**src/rtl/writeback_arbiter_pkg.sv**
```systemverilog
// Shared definitions for the writeback arbiter: unit codes, queue-entry
// field widths and the round-robin grant encoding.
package writeback_arbiter_pkg;

  localparam int UNIT_CODE_W = 3;

  localparam logic [UNIT_CODE_W-1:0] FX_UNIT_CODE   = 3'd0;
  localparam logic [UNIT_CODE_W-1:0] LDST_UNIT_CODE = 3'd2;

  // Default queue-entry field widths: {en1, en2, addr1, addr2, val1, val2}
  localparam int WB_EN_W   = 1;
  localparam int WB_ADDR_W = 5;
  localparam int WB_VAL_W  = 64;

  // Total packed width of one queue entry for given field widths.
  function automatic int entry_width(input int addr_w, input int val_w);
    return 2 * WB_EN_W + 2 * addr_w + 2 * val_w;
  endfunction

  // Which requester was granted most recently.
  typedef enum logic {
    GRANT_FX = 1'b0,
    GRANT_LS = 1'b1
  } grant_e;

endpackage

```
**src/rtl/wb_req_fifo.sv**
```systemverilog
// Per-requester writeback queue: in-order circular buffer with a registered
// occupancy count. A push while full and a pop while empty are ignored.
module wb_req_fifo #(
  parameter int DATA_W = 140,
  parameter int DEPTH  = 2,
  parameter int CNT_W  = $clog2(DEPTH + 1)
) (
  input  logic              clock_i,
  input  logic              reset_i,
  input  logic              i_push,
  input  logic [DATA_W-1:0] i_data,
  input  logic              i_pop,
  output logic [DATA_W-1:0] o_head,
  output logic [CNT_W-1:0]  o_count
);

  localparam int PTR_W = (DEPTH > 1) ? $clog2(DEPTH) : 1;

  logic [DATA_W-1:0] r_mem [DEPTH];
  logic [PTR_W-1:0]  r_wr_ptr;
  logic [PTR_W-1:0]  r_rd_ptr;
  logic [CNT_W-1:0]  r_count;
  logic              w_push;
  logic              w_pop;

  assign w_push  = i_push && (r_count < CNT_W'(DEPTH));
  assign w_pop   = i_pop && (r_count != '0);
  assign o_head  = r_mem[r_rd_ptr];
  assign o_count = r_count;

  // Storage write; contents need no reset because the count gates visibility.
  always_ff @(posedge clock_i) begin
    if (w_push) begin
      r_mem[r_wr_ptr] <= i_data;
    end
  end

  // Pointer and occupancy tracking; a simultaneous push and pop leaves count unchanged.
  always_ff @(posedge clock_i) begin
    if (!reset_i) begin
      r_wr_ptr <= '0;
      r_rd_ptr <= '0;
      r_count  <= '0;
    end else begin
      if (w_push) begin
        r_wr_ptr <= (r_wr_ptr == PTR_W'(DEPTH - 1)) ? '0 : r_wr_ptr + 1'b1;
      end
      if (w_pop) begin
        r_rd_ptr <= (r_rd_ptr == PTR_W'(DEPTH - 1)) ? '0 : r_rd_ptr + 1'b1;
      end
      case ({w_push, w_pop})
        2'b10:   r_count <= r_count + 1'b1;
        2'b01:   r_count <= r_count - 1'b1;
        default: r_count <= r_count;
      endcase
    end
  end

endmodule

```
**src/rtl/writeback_arbiter.sv**
```systemverilog
// Merges the FX and load/store writeback streams onto one register-file
// write port. Each requester feeds its own queue; a round-robin arbiter
// pops one head per stall-free cycle into the registered writeback outputs.
module writeback_arbiter
  import writeback_arbiter_pkg::*;
#(
  parameter int                     regWidth     = WB_ADDR_W,
  parameter int                     addressSize  = WB_VAL_W,
  parameter int                     fifoDepth    = 2,
  parameter logic [UNIT_CODE_W-1:0] FXUnitCode   = FX_UNIT_CODE,
  parameter logic [UNIT_CODE_W-1:0] LdStUnitCode = LDST_UNIT_CODE
) (
  input  logic                   clock_i,
  input  logic                   reset_i,

  input  logic                   fxValid_i,
  output logic                   fxReady_o,
  input  logic                   fxReg1En_i,
  input  logic                   fxReg2En_i,
  input  logic [regWidth-1:0]    fxReg1Addr_i,
  input  logic [regWidth-1:0]    fxReg2Addr_i,
  input  logic [addressSize-1:0] fxReg1Val_i,
  input  logic [addressSize-1:0] fxReg2Val_i,

  input  logic                   lsValid_i,
  output logic                   lsReady_o,
  input  logic                   lsReg1En_i,
  input  logic                   lsReg2En_i,
  input  logic [regWidth-1:0]    lsReg1Addr_i,
  input  logic [regWidth-1:0]    lsReg2Addr_i,
  input  logic [addressSize-1:0] lsReg1Val_i,
  input  logic [addressSize-1:0] lsReg2Val_i,

  input  logic                   wbStall_i,

  output logic                   wbValid_o,
  output logic [UNIT_CODE_W-1:0] functionalUnitCode_o,
  output logic                   reg1WritebackEnable_o,
  output logic                   reg2WritebackEnable_o,
  output logic [regWidth-1:0]    reg1WritebackAddress_o,
  output logic [regWidth-1:0]    reg2WritebackAddress_o,
  output logic [addressSize-1:0] reg1WritebackVal_o,
  output logic [addressSize-1:0] reg2WritebackVal_o
);

  localparam int ENTRY_W = entry_width(regWidth, addressSize);
  localparam int CNT_W   = $clog2(fifoDepth + 1);

  // Entry layout, MSB first: en1 | en2 | addr1 | addr2 | val1 | val2
  localparam int EN1_B   = ENTRY_W - 1;
  localparam int EN2_B   = ENTRY_W - 2;
  localparam int ADDR1_H = ENTRY_W - 3;
  localparam int ADDR2_H = ADDR1_H - regWidth;
  localparam int VAL1_H  = 2 * addressSize - 1;
  localparam int VAL2_H  = addressSize - 1;

  logic [ENTRY_W-1:0] w_fx_entry;
  logic [ENTRY_W-1:0] w_ls_entry;
  logic [ENTRY_W-1:0] w_fx_head;
  logic [ENTRY_W-1:0] w_ls_head;
  logic [ENTRY_W-1:0] w_win_head;
  logic [CNT_W-1:0]   w_fx_count;
  logic [CNT_W-1:0]   w_ls_count;
  logic               w_fx_push;
  logic               w_ls_push;
  logic               w_fx_nonempty;
  logic               w_ls_nonempty;
  logic               w_grant_fx;
  logic               w_grant_ls;

  grant_e                 r_last_grant;
  logic                   r_wb_valid;
  logic [UNIT_CODE_W-1:0] r_unit_code;
  logic                   r_en1;
  logic                   r_en2;
  logic [regWidth-1:0]    r_addr1;
  logic [regWidth-1:0]    r_addr2;
  logic [addressSize-1:0] r_val1;
  logic [addressSize-1:0] r_val2;

  // Ready depends only on registered occupancy, so no stall/valid path reaches it.
  assign fxReady_o = (w_fx_count < CNT_W'(fifoDepth));
  assign lsReady_o = (w_ls_count < CNT_W'(fifoDepth));

  // Transfers with no enable set are acknowledged but never stored.
  assign w_fx_push = fxValid_i && fxReady_o && (fxReg1En_i || fxReg2En_i);
  assign w_ls_push = lsValid_i && lsReady_o && (lsReg1En_i || lsReg2En_i);

  assign w_fx_entry = {fxReg1En_i, fxReg2En_i, fxReg1Addr_i, fxReg2Addr_i,
                       fxReg1Val_i, fxReg2Val_i};
  assign w_ls_entry = {lsReg1En_i, lsReg2En_i, lsReg1Addr_i, lsReg2Addr_i,
                       lsReg1Val_i, lsReg2Val_i};

  assign w_fx_nonempty = (w_fx_count != '0);
  assign w_ls_nonempty = (w_ls_count != '0);

  wb_req_fifo #(
    .DATA_W (ENTRY_W),
    .DEPTH  (fifoDepth),
    .CNT_W  (CNT_W)
  ) u_fx_fifo (
    .clock_i (clock_i),
    .reset_i (reset_i),
    .i_push  (w_fx_push),
    .i_data  (w_fx_entry),
    .i_pop   (w_grant_fx),
    .o_head  (w_fx_head),
    .o_count (w_fx_count)
  );

  wb_req_fifo #(
    .DATA_W (ENTRY_W),
    .DEPTH  (fifoDepth),
    .CNT_W  (CNT_W)
  ) u_ls_fifo (
    .clock_i (clock_i),
    .reset_i (reset_i),
    .i_push  (w_ls_push),
    .i_data  (w_ls_entry),
    .i_pop   (w_grant_ls),
    .o_head  (w_ls_head),
    .o_count (w_ls_count)
  );

  // Round-robin choice between non-empty queues; nothing is granted while stalled.
  always_comb begin
    w_grant_fx = 1'b0;
    w_grant_ls = 1'b0;
    if (!wbStall_i) begin
      if (w_fx_nonempty && w_ls_nonempty) begin
        if (r_last_grant == GRANT_LS) begin
          w_grant_fx = 1'b1;
        end else begin
          w_grant_ls = 1'b1;
        end
      end else if (w_fx_nonempty) begin
        w_grant_fx = 1'b1;
      end else if (w_ls_nonempty) begin
        w_grant_ls = 1'b1;
      end
    end
  end

  assign w_win_head = w_grant_fx ? w_fx_head : w_ls_head;

  // Writeback output registers and grant history; a stall freezes everything.
  always_ff @(posedge clock_i) begin
    if (!reset_i) begin
      r_last_grant <= GRANT_LS;
      r_wb_valid   <= 1'b0;
      r_unit_code  <= '0;
      r_en1        <= 1'b0;
      r_en2        <= 1'b0;
      r_addr1      <= '0;
      r_addr2      <= '0;
      r_val1       <= '0;
      r_val2       <= '0;
    end else if (!wbStall_i) begin
      if (w_grant_fx || w_grant_ls) begin
        r_wb_valid   <= 1'b1;
        r_unit_code  <= w_grant_fx ? FXUnitCode : LdStUnitCode;
        r_last_grant <= w_grant_fx ? GRANT_FX : GRANT_LS;
        r_en1        <= w_win_head[EN1_B];
        r_en2        <= w_win_head[EN2_B];
        r_addr1      <= w_win_head[ADDR1_H -: regWidth];
        r_addr2      <= w_win_head[ADDR2_H -: regWidth];
        r_val1       <= w_win_head[VAL1_H -: addressSize];
        r_val2       <= w_win_head[VAL2_H -: addressSize];
      end else begin
        r_wb_valid <= 1'b0;
        r_en1      <= 1'b0;
        r_en2      <= 1'b0;
      end
    end
  end

  assign wbValid_o              = r_wb_valid;
  assign functionalUnitCode_o   = r_unit_code;
  assign reg1WritebackEnable_o  = r_en1;
  assign reg2WritebackEnable_o  = r_en2;
  assign reg1WritebackAddress_o = r_addr1;
  assign reg2WritebackAddress_o = r_addr2;
  assign reg1WritebackVal_o     = r_val1;
  assign reg2WritebackVal_o     = r_val2;

endmodule

```
**config.mk**
```make
export PLATFORM = sky130hd
export DESIGN_NAME = writeback_arbiter
export DESIGN_NICKNAME = d
export VERILOG_FILES = /design/src/rtl/writeback_arbiter_pkg.sv /design/src/rtl/wb_req_fifo.sv /design/src/rtl/writeback_arbiter.sv
export SDC_FILE = /design/constraint.sdc
export NUM_CORES = 1
export LEC_CHECK = 0
export CORE_MARGIN = 2
export CORE_UTILIZATION = 45
export CTS_CLUSTER_DIAMETER = 40
export CTS_CLUSTER_SIZE = 8
export DETAILED_ROUTE_END_ITERATION = 10
export PLACE_DENSITY = 0.69
export SLEW_MARGIN = 20
export SYNTH_ARGS = -nofsm -noshare
export SYNTH_HDL_FRONTEND = slang
export SYNTH_SLANG_ARGS = --single-unit
```
**constraint.sdc**
```tcl
create_clock -name clock_i -period 12.2 [get_ports clock_i]
set_clock_uncertainty 0.1 [all_clocks]
set_input_delay 2.44 -clock clock_i [delete_from_list [all_inputs] [get_ports clock_i]]
set_output_delay 2.44 -clock clock_i [all_outputs]
set_load 0.1 [all_outputs]
```
==> impl_metrics.csv <==
group,metric,value,unit
setup_path,crit_path_start_kind,"input port",
floorplan,placementRows,88,
outcome,status,"finished, final reports clean",
clock_tree,cts_setup_buffers,0,
synth,synth_xor_area_frac,0.00133,
finish,area_growth,32.0,%
route,detail_route.wl_per_cell,24.1,um
synth,ys_types,34,
synth,yosysSeqAreaShare,0.755,
grt,grt_max_degree,87,
clock_tree,tritoncts,"done",
route,firstDrtPassIters,5,
floorplan,dieArea,60400,um2
timing,fin_setup_tns,0,ns
place,portBuffers,428,
synth,synthMuxAreaShare,0.111,
place,post_dp_cell_area,31200,um2
route,routed_wirelength,68.1,mm
power_and_ir_drop,combPwrFrac,0.322,
synth,synthFlopType,"edfxtp_1",
min_path,min_path_type,"flop to flop",
flow_run,drv_cap,0,
timing,rsz0062_at_grt,"no",
synth,synth_fa_ha_area_frac,0.000951,
clock_tree,clkSlewWorstSetupHoldPaths,0.04,ns
timing,min_period,4.93,ns
grt,grt_overflow,0,
place,place.gp.congestion,0.780,
floorplan,start_util,0.455,
power_and_ir_drop,p_int,5.72,mW
clock_tree,cts_root_buffer,"clkbuf_16",
power_and_ir_drop,clockPowerShare,0.319,
synth,synth-seq-cells,713,
grt,grt_pass1_vias,16409,
finish,final_layout_size_suffix_gt1_frac,0.132,
clock_tree,htreeDepth,3,
grt,grt_usage,0.221,
synth,async_reset_ff_frac,0,
place,hpwl,40.4,mm
synth,syn_area_per_cell,17.4,um2
route,routed-via-count,15816,
floorplan,core-area,57800,um2
clock_tree,clock_sinks,713,
timing,slew_viol_final,0,
synth,synth_top_family_by_area,"multiplexers",
route,ant_nets,0,
route,drt_first_iter_violations,1115,
synth,netlist_instances,1516,
route,avgViaCountPerCell,5.59,
timing,setup_viol,0,
clock_tree,numCtsBuffers,110,
timing,slew_headroom,0.250,
power_and_ir_drop,cellLeakagePower,11.4,nW
grt,antenna_found_initial,17,
floorplan,die_y,246,um
setup_path,arrival,5.07,ns
synth,synth_simple_gate_area_share,0.0466,
setup_path,cp.required,12.34,ns
grt,grt_pass1_wl,100,mm
finish,design_area,34700,um2
power_and_ir_drop,pwr-share-seq,0.359,
timing,hold_violations,0,
setup_path,criticalPathCategory,"input port to flop",
finish,nets,2246,
power_and_ir_drop,p_switching,3.38,mW
power_and_ir_drop,power_density,262,nW/um2
clock_tree,cts_resized,0,
floorplan,chipWidth,246,um
clock_tree,clkLatencyLatePin,0.64,ns
synth,synth_edf_count,560,
clock_tree,ctsHoldBuffers,0,
power_and_ir_drop,switching_share,0.372,
timing,tightest_slew,1.12,ns
setup_path,worst-path-max-fanout,86,
synth,syn_area,26300,um2
setup_path,end_kind,"flop",
synth,synth_compound_area_frac,0.0617,
timing,max_freq,203,MHz
power_and_ir_drop,ir_drop,0.201,mV
timing,min_period_over_period,0.404,
route,drc,0,
clock_tree,cts_buffer_depth,3,
floorplan,pin_count,431,
synth,synth_warnings,0,
## synth_stat cells (11+ instances only)
master    number  area (um2)
a221o_1       86         861
mux2i_1      194        1940
buf_6         11         124
nor4_1        86         538
dfxtp_1      153        3060
edfxtp_1     560       16800
mux2_2        86         968
nand3_1      108         541
o2111a_1      52         586
buf_2         33         165
clkbuf_1      71         267
## critical path: stages
cell and delay [ns]:
clkdlybuf4s50_1 0.48, nand2b_1 0.09, or3_1 0.44, inv_6 0.70, buf_4 0.81
## stage by stage
step | worst slack, ns | power, mW | std cells | utilization | hold slack (ns)
after floorplan | 2.83 | 5.44 | 1517 | - | 0.363
after global placement | 6.62 | 6.21 | 2612 | 0.540 | 0.356
after detailed placement | 6.60 | 6.25 | 2612 | 0.540 | 0.364
after CTS | 7.27 | 9.18 | 2815 | 0.600 | 0.377
after global routing | 7.21 | 9.42 | 2826 | 0.601 | 0.394
final | 7.27 | 9.11 | 2827 | 0.601 | 0.370
## flip-flops by register name (all words and copies together) (netlist names), named ones only
register                cells
functionalUnitCode_o        1
r_last_grant                1
reg1WritebackAddress_o      5
reg1WritebackEnable_o       1
reg1WritebackVal_o         64
reg2WritebackAddress_o      5
reg2WritebackEnable_o       1
reg2WritebackVal_o         64
u_fx_fifo.o_count           2
u_fx_fifo.r_mem           280
u_fx_fifo.r_rd_ptr          1
u_fx_fifo.r_wr_ptr          1
u_ls_fifo.o_count           2
u_ls_fifo.r_mem           280
u_ls_fifo.r_rd_ptr          1
u_ls_fifo.r_wr_ptr          1
wbValid_o                   1
## metal layers
layer / track usage / routed length [um]
met1: 0.283 / 27400
met2: 0.361 / 33400
met3: 0.0485 / 5050
met4: 0.102 / 2260
met5: 0 / 60
## placed cells by master, fill, tap and decap left out, types with 3 or more instances in the layout
cell type,count
edfxtp_1,560
clkdlybuf4s50_1,427
mux2i_1,194
dfxtp_1,151
clkbuf_16,113
nand3_1,108
mux2_2,86
nor4_1,86
a221o_1,86
clkbuf_1,61
o2111a_1,52
buf_4,21
diode_2,12
clkbuf_8,11
a21oi_1,10
nor2_1,7
o21ai_0,7
inv_1,6
or3_1,6
bufinv_16,5
inv_6,4
clkinv_2,4
nor2_4,3
clkinv_4,3
clkinvlp_4,3
## path summary, 6_finish.rpt
path,from,end,slack [ns],depth (start not counted)
worst max-delay path,lsValid_i,u_ls_fifo.r_mem[0][71],7.27,5
worst max register to register,u_ls_fifo.o_count[1],u_ls_fifo.r_mem[0][71],8.93,4
worst min register to register,wbValid_o,wbValid_o,0.37,2
worst min-delay path,wbValid_o,wbValid_o,0.37,2
## final cells by class
type	count	area [um2]
Clock buffer	185	3210
Multi-Input combinational cell	676	5900
Antenna cell	12	30.0
Fill cell	4287	23100
Clock inverter	18	256
Inverter	8	40.0
Timing Repair Buffer	450	4450
Sequential cell	713	19900
Tap cell	765	957
## power groups by stage
stage	sequential, mW	clock, mW	combinational, mW
after floorplan	4.48	0	0.960
after global placement	3.30	0	2.91
after detailed placement	3.31	0	2.94
after CTS	3.27	2.96	2.95
after global routing	3.31	3.07	3.04
final	3.27	2.91	2.93
## cells by family (layout without fill, tap and decap cells)
logic type,after synthesis,count (layout)
flip-flops,713,713
multiplexers,280,280
AND/OR/NAND/NOR,222,222
AO/OA/AOI/OAI,166,166
buffers and inverters,128,661
XOR/XNOR,4,4
adder cells (fa/ha/maj),2,2
other,1,14
Note: power is estimated with default switching activity, not from simulation.
==> RTL change 1: new RTL, same flow settings <==
`fifoDepth`: 2 -> 4.
--- a/src/rtl/writeback_arbiter.sv
+++ b/src/rtl/writeback_arbiter.sv
@@ -8,3 +8,3 @@
   parameter int                     addressSize  = WB_VAL_W,
-  parameter int                     fifoDepth    = 2,
+  parameter int                     fifoDepth    = 4,
   parameter logic [UNIT_CODE_W-1:0] FXUnitCode   = FX_UNIT_CODE,
Behaviour: not the same (Yosys sat finds a counterexample within 4 cycles, from zero or initial values and one cycle with reset_i low).
==> RTL change 1 against the unedited design <==
- worst hold slack improved by 5.1 ps
- final area rose by 69%
- via count grew 56%
- worst setup slack got worse by 460 ps
- area after synthesis rose by 79%
- sequential cell count increased by 568
- fmax down 8.5%
- cell count up 57%
- wire length up 67%
- count of clock-buffer cells in the layout rose by 137
- core utilization is 3.5 points lower
- power is 65% higher
- combinational power rose by 53%
- critical path type unchanged
- critical endpoint is now u_fx_fifo.r_mem[3][122]$_DFFE_PP_
==> RTL change 1: results (changes against the unedited design) <==
status=finished, final reports clean; dominant cells by area after synthesis=edfxtp_1 71%, mux4_2 13%, dfxtp_1 6.8%, nand2_1 2.3%, a31oi_1 1.8%; bufs w/o clock=465 (+3.3%); total CTS buffers=190 (+73%); crit path max fanout=54 (-37%); met1 usage=27.06% (-1.2 points); Seq cells=1,281 (+80%); inverters=16 (+8); met2 WL=56,470 um (+69%); DR WL met3=9456 um (+87%); HP Start=u_fx_fifo.r_rd_ptr[1]$_SDFFE_PN0N_; met2 Use GR=34.38% (-1.7 points); clk cell area share=9.822% (-0.16 points); highest achievable clock rate=185.7 MHz (-8.5%); XOR/XNOR Fraction of Synth Area=0.07422% (-0.059 points); GR Util met3=6.347% (+1.5 points); Detailed Place HPWL=67,530 um (+67%); # diodes=20 (+8); Arr. time, crit path=5640 ps (+570 ps); Final Non-Filler Cells=4,431 (+57%); worst setup path end=u_fx_fifo.r_mem[3][122]$_DFFE_PP_; Post-Synth Adder-Cell Area=0.4029% (+0.31 points); non-clock buffer share of cell area=7.835% (-5.0 points); Seq group=5640 uW (+72%); Max IR drop VDD=274.0 uV (+37%); clk_buf instances=322 (+74%); first-pass GRT wire length=166,200 um (+66%); largest net degree at the start of global routing=203 (+130%); synth unique cells=35 (+2.9%); met1 WL=44,660 um (+63%); sequential fraction of the synthesis area=78.08% (+2.5 points); gr usage total=21.18% (-0.95 points); gp weighted congestion=0.7513 (-3.6%); Synth top cells by count=1,120 x edfxtp_1, 284 x nand2_1, 280 x mux4_2, 161 x dfxtp_1, 138 x a31oi_1; total iterations of the first detailed-routing run=6 (+1); synthesized area per cell=20.04 um^2 (+15%); average routed wire per standard cell=25.75 um (+6.8%); P_leak=0.01886 uW (+66%); Starting DRT DRC Count=2,053 (+84%); layout cell share with drive strength beyond 1=18.71% (+5.5 points); multi-input gate count=915 (+35%); combinational cell power=4490 uW (+53%); worst r2r dst=u_fx_fifo.o_count[2]$_SDFFE_PN0P_; EDFF count, synth=1,120 (+100%); Critical path origin=fxReg2En_i; initial antenna violation count=35 (+18); number of global-route vias before repair=25,820 (+57%); Clock Latency Late Sink=770 ps (+130 ps); filler instances=7,677 (+79%); worst reg-to-reg setup slack=8450 ps (-480 ps); Final #Nets=3,168 (+41%); post-synthesis compound-gate area fraction=3.671% (-2.5 points)
[RTL change 1: cell count changes in the layout (fill, tap and decap cells not counted), sizes merged, moves of 86 or more]
cell,change
nand2,+282
mux2,-86
mux4,+280
o21ai,+136
nand3,-107
nor4,-86
a221o,-86
mux2i,-187
edfxtp,+560
clkbuf,+137
a31oi,+138
[RTL change 1: cells by family (layout without fill, tap and decap cells)]
kind of cell	count (synthesis)	count (layout)
AO/OA/AOI/OAI	295	295
XOR/XNOR	4	4
adder cells (fa/ha/maj)	14	14
buffers and inverters	160	835
flip-flops	1281	1281
multiplexers	287	287
other	1	22
AND/OR/NAND/NOR	313	313
[RTL change 1: through the flow]
step	area [um^2]	utilization [%]	hold slack, ps
finish	58690	56.54	375.4
global route	58670	56.52	389.9
CTS	58600	56.46	376.3
detailed placement	52840	50.91	386.5
global placement	52840	50.91	349.1
floorplan	47210	-	350.9
==> RTL change 2: new RTL, config.mk and constraints unchanged <==
Made on the original files. Reset style: asynchronous (`reset_i`), changed in 2 clocked blocks.
--- a/src/rtl/wb_req_fifo.sv
+++ b/src/rtl/wb_req_fifo.sv
@@ -38,3 +38,3 @@
   // Pointer and occupancy tracking; a simultaneous push and pop leaves count unchanged.
-  always_ff @(posedge clock_i) begin
+  always_ff @(posedge clock_i or negedge reset_i) begin
     if (!reset_i) begin
--- a/src/rtl/writeback_arbiter.sv
+++ b/src/rtl/writeback_arbiter.sv
@@ -146,3 +146,3 @@
   // Writeback output registers and grant history; a stall freezes everything.
-  always_ff @(posedge clock_i) begin
+  always_ff @(posedge clock_i or negedge reset_i) begin
     if (!reset_i) begin
Check against the original RTL: differs if reset_i is asserted again (counterexample within 4 cycles, from zero or initial values and one cycle with reset_i low); with reset_i held inactive, the same outputs for 4 cycles.
==> RTL change 2 against the unedited design <==
- fmax is 1.6% lower
- power increased by 11%
- area after synthesis shrank 0.25%
- sequential power up 7.0%
- worst hold slack better by 25 ps
- die area is 0.25% lower
- wire length decreased by 4.9%
- final area fell by 0.43%
- sequential cell count decreased by 2
- combinational power grew 29%
- worst setup slack worse by 79 ps
- critical endpoint is now fxReady_o
- highest routed layer unchanged
==> RTL change 2: results (changes against the unedited design) <==
fraction of area in multi-input gates=14.27% (-2.7 points); Placed Cells=2,529 (-3.2%); sequential share of cell area=59.59% (+2.3 points); Worst R2R Start=u_fx_fifo.o_count[0]$_DFFE_PN0P_; average routed wire per standard cell=23.66 um (-1.8%); clk_buf instances=183 (-1.1%); synth unique cells=33 (-2.9%); worst r2r dst=u_ls_fifo.o_count[1]$_DFFE_PN0P_; number of global-route vias before repair=15,550 (-5.2%); pre-CTS WS=6868 ps (+268.6 ps); Starting DRT DRC Count=1,493 (+34%); dominant cells by area after synthesis=edfxtp_1 64%, dfrtp_1 14%, mux2i_1 11%, a222oi_1 2.4%, o221ai_1 1.8%; bufs w/o clock=448 (-0.44%); met2 WL=30,600 um (-8.3%); WHS=394.8 ps (+24.52 ps); DR WL met3=6353 um (+26%); Max IR drop VDD=284.4 uV (+42%); # diodes=7 (-5); Detailed Place HPWL=40,100 um (-0.74%); vias=14,960 (-5.4%); inverters=69 (+61); worst setup path end=fxReady_o; met1 WL=26,490 um (-3.4%); P_leak=0.01281 uW (+13%); EDFF count, synth=560 (unchanged); Arr. time, crit path=2470 ps (-2600 ps); total CTS buffers=109 (-0.91%); initial antenna violation count=16 (-1); CTS root buf=clkbuf_16; Critical-path top delay cell=clkdlybuf4s50_1; non-clock buffer share of cell area=12.82% (about the same); clk cell area share=9.749% (-0.23 points); Critical path origin=u_fx_fifo.o_count[1]$_DFFE_PN0P_; fraction of registers with async set/reset=21.24% (+21 points); status=finished, final reports clean; gp weighted congestion=0.8184 (+5.0%); total iterations of the first detailed-routing run=6 (+1); CP peak stage delay=1190 ps (+380 ps); worst-margin pin slew=1166 ps (+43.46 ps); worst r2r path cells=7 (+3); synthesized area per cell=18.71 um^2 (+7.8%); final worst slack=7191 ps (-79.09 ps); Synth top cells by count=560 x edfxtp_1, 276 x mux2i_1, 150 x dfrtp_1, 67 x inv_1, 66 x o21ai_0; Final Non-Filler Cells=2,740 (-3.1%); Final #Nets=2,162 (-3.7%); worst reg-to-reg setup slack=9210 ps (+280 ps); hold crit path type=flip-flop to flip-flop; HP Start=wbValid_o$_DFFE_PN0N_; worst hold path endpoint=wbValid_o$_DFFE_PN0N_; DP Area=0.03119 mm^2 (-0.12%); final core occ=59.93% (-0.14 points); crit path max fanout=4 (-95%); largest net degree at the start of global routing=85 (-2.3%); layout cell share with drive strength beyond 1=10.06% (-3.1 points); first-pass GRT wire length=95,050 um (-5.3%); filler instances=4,240 (-1.1%); sequential fraction of the synthesis area=78.47% (+2.9 points); gr usage total=21.23% (-0.90 points); synthesized flop and latch total=711 (-0.28%); multi-input gate count=536 (-21%)
[RTL change 2: per-layer routing]
metal / global-route usage, % / up-vias
met1: 28.58 / 7551
li1: - / 6580
met5: 0 / -
met2: 33.31 / 702
met4: 6.667 / 22
met3: 6.352 / 104
[RTL change 2: kinds of logic (layout without fill, tap and decap cells)]
logic type | after synthesis | in the layout | share of synthesized area [%]
XOR/XNOR | 10 | 10 | 0.3337
buffers and inverters | 157 | 721 | 2.932
multiplexers | 278 | 278 | 10.61
adder cells (fa/ha/maj) | 2 | 2 | 0.09533
AND/OR/NAND/NOR | 20 | 20 | 0.3766
other | 1 | 9 | 0.01429
AO/OA/AOI/OAI | 224 | 224 | 7.165
flip-flops | 711 | 711 | 78.47
[RTL change 2: worst min-delay path, stage by stage, from the launching register on]
cell     delay [ps]
dfrtp_1         340
nand2_1          60
nand2_1          60
[RTL change 2: where the power goes]
part / internal [uW] / switching [uW]
clock network: 1820 / 1020
logic: 1030 / 2750
registers: 3180 / 322
total: 6020 / 4090
